<file path="config.mk">
export PLATFORM = sky130hd
export DESIGN_NAME = j_xmem
export DESIGN_NICKNAME = d
export VERILOG_FILES = /design/src/rtl/j_xmem.sv
export SDC_FILE = /design/constraint.sdc
export NUM_CORES = 1
export LEC_CHECK = 0
export ABC_AREA = 1
export BUFFER_PORTS_ARGS = -buffer_cell sky130_fd_sc_hd__buf_2
export CAP_MARGIN = 5
export CORE_MARGIN = 3
export CORE_UTILIZATION = 34
export CTS_CLUSTER_DIAMETER = 40
export DETAILED_ROUTE_END_ITERATION = 8
export PLACE_DENSITY = 0.55
export SLEW_MARGIN = 15
export SYNTH_ARGS = -nofsm -noshare
export SYNTH_HDL_FRONTEND = slang
export SYNTH_SLANG_ARGS = --single-unit
</file>
<file path="constraint.sdc">
create_clock -name clk -period 12.25 [get_ports clk]
set_clock_uncertainty 0.1 [all_clocks]
set_input_delay 1.8375 -clock clk [delete_from_list [all_inputs] [get_ports clk]]
set_output_delay 1.8375 -clock clk [all_outputs]
set_load 0.05 [all_outputs]
</file>
<file path="src/rtl/j_xmem.sv">
// External-bus master sequencer: runs one IW-bit internal transfer as 1..8
// dtack-terminated EW-bit beats, with grant handshake, lane steering and dtack timeout.
module j_xmem #(
  parameter int unsigned IW  = 32,
  parameter int unsigned EW  = 16,
  parameter int unsigned AW  = 24,
  parameter int unsigned TMO = 255
) (
  input  logic          clk,
  input  logic          resetl,
  input  logic          mreq,
  input  logic          rw,
  input  logic [1:0]    size,
  input  logic [AW-1:0] addr,
  input  logic [IW-1:0] wdata,
  input  logic          bigend,
  input  logic          dbgl,
  input  logic          dtackl,
  input  logic [EW-1:0] ed_i,
  output logic          ack,
  output logic          done,
  output logic          err,
  output logic [IW-1:0] rdata,
  output logic          dreql,
  output logic [AW-1:0] ea,
  output logic [EW-1:0] ed_o,
  output logic          ed_oe,
  output logic          erw,
  output logic          strb
);

  localparam int unsigned EB  = EW / 8;
  localparam int unsigned EBL = $clog2(EB);
  localparam int unsigned TW  = (TMO > 0) ? $clog2(TMO + 1) : 1;

  typedef enum logic [2:0] {S_IDLE, S_REQ, S_BEAT, S_GAP, S_DONE} state_t;

  state_t        state_q;
  logic          rw_q, bigend_q;
  logic [1:0]    size_q;
  logic [AW-1:0] addr_q;
  logic [IW-1:0] wdata_q;
  logic [3:0]    nb_q;
  logic [2:0]    k_q;
  logic [TW-1:0] tmo_q;
  logic [IW-1:0] acc_q;
  logic          ack_q, done_q, err_q, dreql_q, ed_oe_q, erw_q, strb_q;
  logic [IW-1:0] rdata_q;
  logic [AW-1:0] ea_q;
  logic [EW-1:0] ed_o_q;

  // Request qualification from the live request fields
  logic [31:0] req_bytes;
  logic        req_bad;
  logic [3:0]  req_nb;

  always_comb begin
    req_bytes = 32'(1) << size;
    req_bad   = ((32'(addr) & (req_bytes - 32'd1)) != 32'd0) || (size == 2'd3 && IW < 64);
    req_nb    = (req_bytes <= EB) ? 4'd1 : 4'(req_bytes >> EBL);
  end

  // Per-beat address, write lane data and read merge for beat k_q
  logic [31:0]   cur_bytes, cur_lane, cur_lbits;
  logic          cur_sub;
  logic [2:0]    chunk;
  logic [AW-1:0] ea_d;
  logic [EW-1:0] ed_o_d;
  logic [IW-1:0] acc_d;

  always_comb begin
    cur_bytes = 32'(1) << size_q;
    cur_sub   = cur_bytes < EB;
    cur_lbits = 32'(8) << size_q;
    cur_lane  = (32'(addr_q) & (EB - 32'd1)) >> size_q;
    if (bigend_q) cur_lane = (EB >> size_q) - 32'd1 - cur_lane;
    chunk  = bigend_q ? 3'(nb_q - 4'(k_q) - 4'd1) : k_q;
    ea_d   = addr_q + AW'(32'(k_q) * EB);
    ed_o_d = EW'(wdata_q >> (32'(chunk) * EW));
    acc_d  = acc_q | (IW'(ed_i) << (32'(chunk) * EW));
    if (cur_sub) begin
      // Narrow transfers: writes replicate the item, reads pick one lane
      for (int unsigned i = 0; i < EB; i++) begin
        ed_o_d[8*i +: 8] = wdata_q[8*(i & (cur_bytes - 32'd1)) +: 8];
      end
      acc_d = IW'(ed_i >> (cur_lane * cur_lbits)) & ((IW'(1) << cur_lbits) - IW'(1));
    end
  end

  logic start_beat;
  assign start_beat = (state_q == S_REQ || state_q == S_GAP) && !dbgl;

  always_ff @(posedge clk) begin
    if (!resetl) begin
      state_q  <= S_IDLE;
      rw_q     <= 1'b1;
      bigend_q <= 1'b0;
      size_q   <= 2'd0;
      addr_q   <= '0;
      wdata_q  <= '0;
      nb_q     <= 4'd1;
      k_q      <= 3'd0;
      tmo_q    <= '0;
      acc_q    <= '0;
      ack_q    <= 1'b0;
      done_q   <= 1'b0;
      err_q    <= 1'b0;
      dreql_q  <= 1'b1;
      ed_oe_q  <= 1'b0;
      erw_q    <= 1'b1;
      strb_q   <= 1'b0;
      rdata_q  <= '0;
      ea_q     <= '0;
      ed_o_q   <= '0;
    end else begin
      ack_q  <= 1'b0;
      done_q <= 1'b0;
      err_q  <= 1'b0;
      unique case (state_q)
        // DONE accepts a queued request directly so the bus is never released
        S_IDLE, S_DONE: begin
          state_q <= S_IDLE;
          dreql_q <= 1'b1;
          if (mreq) begin
            ack_q <= 1'b1;
            if (req_bad) begin
              err_q <= 1'b1;
            end else begin
              state_q  <= S_REQ;
              dreql_q  <= 1'b0;
              rw_q     <= rw;
              size_q   <= size;
              addr_q   <= addr;
              wdata_q  <= wdata;
              bigend_q <= bigend;
              nb_q     <= req_nb;
              k_q      <= 3'd0;
              acc_q    <= '0;
            end
          end
        end
        S_REQ, S_GAP: state_q <= dbgl ? S_REQ : S_BEAT;
        S_BEAT: begin
          if (!dtackl) begin
            strb_q  <= 1'b0;
            ed_oe_q <= 1'b0;
            erw_q   <= 1'b1;
            acc_q   <= acc_d;
            if (k_q == 3'(nb_q - 4'd1)) begin
              state_q <= S_DONE;
              done_q  <= 1'b1;
              if (rw_q) rdata_q <= acc_d;
            end else begin
              state_q <= S_GAP;
              k_q     <= k_q + 3'd1;
            end
          end else if (TMO != 0 && tmo_q == TW'(TMO - 1)) begin
            state_q <= S_IDLE;
            err_q   <= 1'b1;
            dreql_q <= 1'b1;
            strb_q  <= 1'b0;
            ed_oe_q <= 1'b0;
            erw_q   <= 1'b1;
          end else begin
            tmo_q <= tmo_q + TW'(1);
          end
        end
        default: state_q <= S_IDLE;
      endcase
      if (start_beat) begin
        strb_q  <= 1'b1;
        ed_oe_q <= ~rw_q;
        erw_q   <= rw_q;
        ea_q    <= ea_d;
        ed_o_q  <= ed_o_d;
        tmo_q   <= '0;
      end
    end
  end

  assign ack   = ack_q;
  assign done  = done_q;
  assign err   = err_q;
  assign rdata = rdata_q;
  assign dreql = dreql_q;
  assign ea    = ea_q;
  assign ed_o  = ed_o_q;
  assign ed_oe = ed_oe_q;
  assign erw   = erw_q;
  assign strb  = strb_q;

endmodule

</file>
==> reports/results.txt <==
Core area: 0.0289 sq mm
M1 GR Usage: 0.270
Clk Latency, worst-skew pair: 440 ps
DP HPWL: 20.7 mm
Cts repair resizes: 0
Initial antenna violation count: 1
Via density: 4.81
Tcrit/Tclk final: 0.644
Dpl ws: 4330 ps
Final net count: 1649
Max_cap viols: 0
Gate Count Post-Synth: 1371
Sequential area share after synthesis: 0.377
Mapped Area: 0.00999 sq mm
Via count: 9101
Pin count of the biggest net entering global routing: 91
VDD IR max: 107 uV
Total Power: 1.62 mW
Synthesized flop and latch total: 188
P&R area growth vs syn: 16.4%
Starting DRT DRC Count: 668
CTS tree: yes
Slowest stage delay, CP: 760 ps
Final Slew Violations: 0
Number of flops mapped to enable cells by yosys: 0
Initial core utilization: 0.346
Post-route DRC: 0
Row cnt: 62
Final ANT Viol Nets: 0
Most frequent cells in the layout: nand2_1, dfxtp_1, inv_1
Vias in the first global route: 8497
Worst r2r path cells: 33
Critical Path AT: 8130 ps
R2r setup slk: 4360 ps
Hold-fix buffer count after cts: 0
Unrepaired setup endpoints after global routing: no
Die Wd: 177 um
Met3 Usage GRT: 0.0300
Worst rel slew slack: 0.363
Required @ worst endpoint: 12500 ps
R2r startpoint: size_q[0]
Mapped Nets: 1525
CP dominant cell by count: nand2_1
Global-route usage over all layers: 0.185
I/O pin total: 160
Commonest non-fill, non-tap cell in the layout: nand2_1
CP endpoint kind: flop
Asr flop ratio synth: 0
Drt total wl: 29.1 mm
Status: completed
CTS root buf: clkbuf_16
Die area: 0.0315 sq mm
Layout cells sized above 1: 0.161
Worst Path Class, Setup: reg -> reg
Slew @ Worst Pin: 953 ps
Average cell area after synthesis: 7.28 sq um
Setup_tns: 0 ps
Crit Path Max Fanout: 34
Routability Congestion: 0.891
Pwr dens: 139 mW/mm^2
I/O Buffers: 159
Busiest grt layer: met2
Reg-to-reg endpoint: acc_q[7]
Final min period: 7890 ps
Synth unique cells: 48
LEAKAGE: 5.52 nW
Postcts setup bufs: 0
CTS max path bufs: 2
Max frequency: 127 MHz
Met2 Use GR: 0.278
Diodes inserted: 0
Final setup violation count: 0
Top cell family by delay on the critical path: adder cells
Stages on the worst setup path: 33
Min-delay worst type: reg -> reg
GRT overflow: 0
Detailed Routing Iterations Pass 1: 7
Critical path startpoint category: flop
Critical Path Start: size_q[0]
Syn. warnings: 0
Clk slew on worst S/H paths: 80 ps
Final Hold Viols: 0
DIE HEIGHT: 177 um
Global-route wire length before repair: 46.5 mm
WL per Instance: 15.4 um
# H-tree levels: 4
Final worst setup slack: 4360 ps
CTS buffer count: 17
CP bufs+invs: 5
Setup crit end: acc_q[7]
Ys flop type: dfxtp_1
Clock sink count: 188
Slowest CP cell: nor2_4
-- flip-flops by register name (all words and copies together), names as in the netlist, 2 cells and up --
name     flops
acc_q       32
rdata       32
wdata_q     32
addr_q      24
ea          24
ed_o        16
tmo_q        8
k_q          3
nb_q         3
state_q      3
size_q       2
-- final cells by class --
cell class / instances / area, sq um
Inverter: 189 / 711
Tap cell: 384 / 480
Clock buffer: 18 / 439
Fill cell: 3081 / 17200
Timing Repair Buffer: 165 / 841
Multi-Input combinational cell: 934 / 5230
Sequential cell: 188 / 3760
Clock inverter: 14 / 163
-- cells in the mapped netlist, types with 8 or more instances --
master	count	area (sq um)
nand2_1	303	1140
dfxtp_1	188	3760
inv_1	178	668
a21oi_1	138	691
nor2_1	119	447
o21ai_0	113	566
ha_1	55	688
clkbuf_1	33	124
nand3_1	28	140
a31oi_1	22	138
fa_1	18	360
nand4_1	16	100
o2111ai_1	16	140
buf_2	15	75.1
inv_2	10	37.5
o21a_1	10	75.1
o21ai_1	9	45.0
a21o_1	8	60.1
nor3_1	8	40.0
-- routing by layer --
metal / up-vias / wire length (um)
met3: 35 / 1200
met2: 190 / 12600
met1: 4163 / 14700
met5: - / 0
met4: 0 / 701
li1: 4713 / -
-- worst min path at each step --
stage | depth (start not counted) | from | to
2_1_floorplan | 2 | wdata_q[10] | wdata_q[10]
4_1_cts | 2 | wdata_q[9] | wdata_q[9]
3_3_place_gp | 2 | wdata_q[12] | wdata_q[12]
6_report | 2 | wdata_q[9] | wdata_q[9]
5_1_grt | 2 | wdata_q[8] | wdata_q[8]
3_5_place_dp | 2 | ea[0] | ea[0]
-- report_power, final --
part | internal (mW) | switching (mW) | leakage, nW | total, mW
sequential | 0.657 | 0.0306 | 1.53 | 0.688
combinational | 0.0989 | 0.264 | 3.70 | 0.362
clock | 0.282 | 0.289 | 0.294 | 0.571
-- through the flow --
step           utilization  hold WS [ps]  area, sq um  instances
3_5_place_dp         0.382           345        11000       1860
5_1_grt              0.403           372        11600       1892
2_1_floorplan            -           330         9990       1371
6_report             0.403           356        11600       1892
4_1_cts              0.403           359        11600       1892
3_3_place_gp         0.382           342        11000       1860
-- tightest hold or removal path, stage by stage (launching register included) --
cell,delay (ps)
dfxtp_1,300
inv_1,60
a21oi_1,50
-- kinds of logic after synthesis --
family | after synthesis | synth area share
AOI/OAI and AO/OA | 346 | 0.198
xor gates and xnor gates | 7 | 0.00689
other | 1 | 0.000375
and+or+nand+nor | 507 | 0.213
buffers and inverters | 249 | 0.100
DFF | 188 | 0.377
adders and majority gates | 73 | 0.105
No activity file was read; power rests on OpenSTA's default activity.
